[src/rtl/inst_fetch_unit.sv]
// inst_fetch_unit: owns the PC, issues word-aligned fetches to the I-cache,
// pairs in-order responses with their PCs and buffers them for decode.
// Ports:
//   clk, reset                 clock, synchronous active-high reset
//   redirect_valid/_pc         PC change from execute (highest priority)
//   fetch_req/_addr/_ready     request channel toward the cache
//   fetch_rvalid/_rdata        in-order instruction responses
//   dec_valid/_inst/_pc/_fault head of the decode FIFO, dec_ready pops it
module inst_fetch_unit #(
   parameter logic [31:0] RESET_PC = 32'h0000_0000,
   parameter int          DEPTH    = 2,
   parameter logic [31:0] NOP_INST = 32'h0000_0013
) (
   input  logic        clk,
   input  logic        reset,
   input  logic        redirect_valid,
   input  logic [31:0] redirect_pc,
   output logic        fetch_req,
   output logic [31:0] fetch_addr,
   input  logic        fetch_ready,
   input  logic        fetch_rvalid,
   input  logic [31:0] fetch_rdata,
   output logic        dec_valid,
   output logic [31:0] dec_inst,
   output logic [31:0] dec_pc,
   output logic        dec_fault,
   input  logic        dec_ready
);

   localparam int AW = $clog2(DEPTH);
   localparam int CW = AW + 1;
   localparam int DW = 16;

   typedef enum logic [1:0] {
      S_IDLE,
      S_RUN,
      S_FAULT
   } state_t;

   state_t r_state;
   state_t w_state_nxt;

   logic [31:0]   r_pc;
   logic [31:0]   r_fault_pc;
   logic          r_fault_pend;
   logic [CW-1:0] r_out;
   logic [CW-1:0] r_icnt;
   logic [DW-1:0] r_discard;
   logic [AW-1:0] r_twp;
   logic [AW-1:0] r_trp;
   logic [AW-1:0] r_iwp;
   logic [AW-1:0] r_irp;

   logic [31:0] r_tag_mem  [DEPTH];
   logic [31:0] r_ipc_mem  [DEPTH];
   logic [31:0] r_iinst_mem[DEPTH];
   logic        r_iflt_mem [DEPTH];

   logic        w_misal;
   logic [CW:0] w_credit;
   logic        w_acc;
   logic        w_drop;
   logic        w_take;
   logic        w_resp;
   logic        w_fpush;
   logic        w_ipush;
   logic        w_pop;
   logic [31:0] w_ipc;
   logic [31:0] w_iinst;
   logic        w_iflt;

   assign w_misal  = (redirect_pc[1:0] != 2'b00);
   // slots already promised: in flight plus buffered
   assign w_credit = {1'b0, r_out} + {1'b0, r_icnt};

   assign fetch_req  = (r_state == S_RUN) && !redirect_valid &&
                       (w_credit < (CW+1)'(DEPTH));
   assign fetch_addr = r_pc;

   assign w_acc  = fetch_req && fetch_ready;
   assign w_drop = fetch_rvalid && (r_discard != '0);
   assign w_take = fetch_rvalid && (r_discard == '0) && (r_out != '0);
   // any response that consumes either a stale or a live slot
   assign w_resp = fetch_rvalid && ((r_discard != '0) || (r_out != '0));

   // fault marker enters the FIFO only once stale responses have drained
   assign w_fpush = (r_state == S_FAULT) && r_fault_pend &&
                    (r_discard == '0) && !redirect_valid;
   assign w_ipush = w_take || w_fpush;
   assign w_pop   = dec_valid && dec_ready;

   assign w_ipc   = w_take ? r_tag_mem[r_trp] : r_fault_pc;
   assign w_iinst = w_take ? fetch_rdata : NOP_INST;
   assign w_iflt  = !w_take;

   assign dec_valid = (r_icnt != '0);
   assign dec_inst  = dec_valid ? r_iinst_mem[r_irp] : 32'h0;
   assign dec_pc    = dec_valid ? r_ipc_mem[r_irp] : 32'h0;
   assign dec_fault = dec_valid && r_iflt_mem[r_irp];

   always_ff @(posedge clk) begin
      if (reset) r_state <= S_IDLE;
      else       r_state <= w_state_nxt;
   end

   always_comb begin
      w_state_nxt = r_state;
      unique case (r_state)
         S_IDLE:
            w_state_nxt = (redirect_valid && w_misal) ? S_FAULT : S_RUN;
         S_RUN, S_FAULT:
            if (redirect_valid)
               w_state_nxt = w_misal ? S_FAULT : S_RUN;
         default:
            w_state_nxt = S_IDLE;
      endcase
   end

   // storage needs no reset: validity lives in the pointers and counts
   always_ff @(posedge clk) begin
      if (w_acc) r_tag_mem[r_twp] <= r_pc;
      if (w_ipush) begin
         r_ipc_mem[r_iwp]   <= w_ipc;
         r_iinst_mem[r_iwp] <= w_iinst;
         r_iflt_mem[r_iwp]  <= w_iflt;
      end
   end

   always_ff @(posedge clk) begin
      if (reset) begin
         r_pc         <= RESET_PC;
         r_fault_pc   <= '0;
         r_fault_pend <= 1'b0;
         r_out        <= '0;
         r_icnt       <= '0;
         r_discard    <= '0;
         r_twp        <= '0;
         r_trp        <= '0;
         r_iwp        <= '0;
         r_irp        <= '0;
      end else if (redirect_valid) begin
         r_pc         <= {redirect_pc[31:2], 2'b00};
         r_fault_pc   <= redirect_pc;
         r_fault_pend <= w_misal;
         r_out        <= '0;
         r_icnt       <= '0;
         r_discard    <= r_discard + DW'(r_out) - DW'(w_resp);
         r_twp        <= '0;
         r_trp        <= '0;
         r_iwp        <= '0;
         r_irp        <= '0;
      end else begin
         if (w_acc) begin
            r_pc  <= r_pc + 32'd4;
            r_twp <= r_twp + AW'(1);
         end
         if (w_take)  r_trp <= r_trp + AW'(1);
         if (w_ipush) r_iwp <= r_iwp + AW'(1);
         if (w_pop)   r_irp <= r_irp + AW'(1);
         if (w_drop)  r_discard <= r_discard - DW'(1);
         if (w_fpush) r_fault_pend <= 1'b0;
         r_out  <= r_out + CW'(w_acc) - CW'(w_take);
         r_icnt <= r_icnt + CW'(w_ipush) - CW'(w_pop);
      end
   end

endmodule

[config.mk]
export PLATFORM = sky130hd
export DESIGN_NAME = inst_fetch_unit
export DESIGN_NICKNAME = d
export VERILOG_FILES = /design/src/rtl/inst_fetch_unit.sv
export SDC_FILE = /design/constraint.sdc
export NUM_CORES = 1
export LEC_CHECK = 0
export CAP_MARGIN = 20
export CORE_AREA = 2 2 236 238
export DETAILED_ROUTE_END_ITERATION = 6
export DIE_AREA = 0 0 238 240
export HOLD_SLACK_MARGIN = 0.03
export PLACE_DENSITY_LB_ADDON = 0.15
export SLEW_MARGIN = 10
export SYNTH_ARGS = -nofsm -noshare
export SYNTH_HDL_FRONTEND = slang
export SYNTH_SLANG_ARGS = --single-unit
[constraint.sdc]
create_clock -name clk -period 14.3 [get_ports clk]
set_clock_uncertainty 0.05 [all_clocks]
set_input_delay 2.86 -clock clk [delete_from_list [all_inputs] [get_ports clk]]
set_output_delay 2.86 -clock clk [all_outputs]
set_load 0.01 [all_outputs]
==> results.txt <==
Worst Path Max Fanout -> 23
Critical setup path kind -> input port to output port
Setup TNS -> 0 ns
TritonCTS buffer count -> 35
Crit start category -> input port
Tightest Pin Transition -> 1.04 ns
Hold Path Depth -> 2
Layout Utilization -> 30.3%
Worst-Skew Late Latency -> 0.54 ns
Synth cell types -> 73
Global route overflow -> 0
Hold_ws -> 0.415 ns
Yosys warning count -> 0
CP required -> 11.39 ns
Routability cong. -> 0.765
Hold Buf Count CTS -> 0
Count leader, synth -> edfxtp_1
Worst Setup End Kind -> output port
Final setup vio count -> 0
CP peak stage delay -> 0.61 ns
Share of cells above drive strength 1 -> 7.32%
Final Cycle Share -> 49.9%
Post-synthesis area per instance -> 11.3 µm²
Total GRT Usage -> 12.9%
Iteration-0 DRC Markers -> 455
Leak -> 0.00570 µW
Final count of hold timing violations -> 0
Pre-CTS WS -> 7.07 ns
Clock Sinks -> 281
Post-CTS Setup Bufs -> 0
Final WS setup -> 7.16 ns
Drt total wl -> 37.1 mm
Top FF cell, synth -> edfxtp_1
CP Depth -> 3
Synth Cell Area -> 12900 µm²
First-pass GRT wire length -> 55.8 mm
Clock power frac -> 38.8%
Ant diodes -> 0
Worst-path clk slew -> 0.06 ns
Hold Path Class -> flip-flop to flip-flop
Internal power -> 1690 µW
Sw frac -> 28.5%
Layout Nets -> 1418
VDD IR max -> 0.0000665 V
Residual DRC -> 0
CP Buf/Inv Count -> 2
Post-synth EDFFs -> 190
DR vias -> 8893
Syn Inst Count -> 1141
FP Rows -> 86
Drt wl/cell -> 18.3 µm
Ratio of total power to cell area -> 142 nW/µm²
Yosys top cell area share -> 44.1%
Die Span Y -> 240 µm
Switching pwr -> 672 µW
Slew HR -> 30.8%
Post-synth top area cell -> edfxtp_1
Cells along the critical path -> buf_2 > nor4b_4 > clkdlybuf4s50_1
Port Buffer Count -> 166
Sequential Power Share -> 39.2%
Pins over their slew limit -> 0
Final HPWL DP -> 24.3 mm
Crit path DAT -> 4.23 ns
Number of antenna violations at the first check in global routing -> 0
Post_cts resized -> 0
Core area -> 54700 µm²
Starting Density -> 23.7%
Top cells by area, synth -> edfxtp_1 (44%), dfxtp_1 (14%), mux2i_1 (8.3%), nor2_1 (4.6%), ha_1 (4.5%)
CTS Root Cell -> clkbuf_16
Outcome -> completed
Via density -> 4.38
Chip width -> 238 µm
IO Pins -> 169
Fmax -> 140 MHz
CP top delay family -> buffers and inverters
Die area -> 57100 µm²
Final Critical Period -> 7.14 ns
FF-to-FF path depth -> 8
Max H-tree Level -> 2
Crit-path slowest cell -> clkdlybuf4s50_1
DRT antenna net count -> 0
CTS tree -> built
Pre-antenna DRT Iters -> 5
Vias in the first global route -> 8995
Pin count of the biggest net entering global routing -> 87
Max-cap check violation count -> 0
Bufs on Longest Clock Path -> 3
Synthesized flop and latch total -> 281
Area Growth Syn to Fin -> 28.0%
Post-synth top cells -> edfxtp_1 (190), nor2_1 (159), mux2i_1 (107)
FFs w/ async S/R, synth -> 0%
Power share of the combinational group -> 21.9%
Sequential fraction of the synthesis area -> 58.1%
RSZ-0062 raised after global routing -> no
[power by group through the flow]
stage / clock (µW) / combinational (µW) / sequential [µW]
after detailed placement: 0 / 516 / 943
after global routing: 979 / 582 / 930
final: 916 / 517 / 926
after global placement: 0 / 517 / 943
after CTS: 947 / 521 / 926
after floorplan: 0 / 380 / 936
[worst paths after layout]
kind	startpoint	endpoint	slack [ns]
max reg2reg	r_discard[8]	r_ipc_mem[1][4]	10.35
min	r_fault_pc[2]	r_fault_pc[2]	0.42
min reg2reg	r_fault_pc[2]	r_fault_pc[2]	0.42
max	redirect_valid	fetch_req	7.16
[layout make-up]
type | instances | area [µm²]
multi-input cells | 758 | 5030
fillers | 5600 | 38100
clock buffers | 46 | 1000
clock inverters | 17 | 190
inverters | 45 | 169
well taps | 704 | 881
flip-flops and latches | 281 | 7530
repair buffers | 178 | 1770
[routing by layer]
layer,share of wire [%],GRT usage (%),vias up,routed length [µm]
li1,-,-,4395,-
met1,46,16.8,4264,17100
met2,47,21.9,190,17600
met3,4.8,2.85,44,1790
met4,1.6,3.05,0,593
met5,0,0,-,0
[sequential cells by signal, indices dropped and copies added (netlist names), 2 cells and up, named ones only]
name and flops:
r_iinst_mem 64, r_state 2, r_fault_pc 32, r_discard 16
r_iflt_mem 2, r_out 2, r_tag_mem 60, r_ipc_mem 64
r_icnt 2, fetch_addr 30
[kinds of logic (layout without fill, tap and decap cells)]
family | count (synthesis) | in the layout | share of synthesized area [%]
simple gates | 374 | 374 | 13.8
flops | 281 | 281 | 58.1
compound gates | 184 | 184 | 8.73
mux | 108 | 108 | 8.36
buf+inv | 103 | 286 | 3.33
fa+ha+maj | 49 | 49 | 4.85
xor+xnor | 41 | 41 | 2.77
other cells | 1 | 2 | 0.0290
[placed cells by master, fill, tap and decap left out, types with 4 or more instances in the layout]
cell type,count
edfxtp_1,190
clkdlybuf4s50_1,164
nor2_1,156
mux2i_1,107
dfxtp_1,89
nand2_1,84
a21oi_1,82
ha_1,47
inv_1,43
clkbuf_16,37
xnor2_1,34
and2_1,32
a31oi_1,21
a211oi_1,21
nand3_1,18
nand4_1,12
o21ai_0,12
nand2b_1,12
nor3_1,12
nor2b_1,10
clkinv_2,10
buf_4,10
o21ai_1,7
xor2_1,7
clkbuf_1,5
nor2_4,4
o211ai_1,4
nor4_1,4
or3_1,4
clkbuf_8,4
bufinv_16,4
[stage by stage]
| stage | power, µW | cell area, µm² | instances |
|---|---|---|---|
| floorplan | 1320 | 13000 | 1142 |
| global placement | 1460 | 15300 | 1963 |
| detailed placement | 1460 | 15400 | 1966 |
| CTS | 2390 | 16600 | 2029 |
| global route | 2490 | 16600 | 2029 |
| finish | 2360 | 16600 | 2029 |
[worst min-delay path, stage by stage (launching register included)]
cell	delay, ns
dfxtp_1	0.31
nand2_1	0.06
a21oi_1	0.05
No activity file was read; power rests on OpenSTA's default activity.
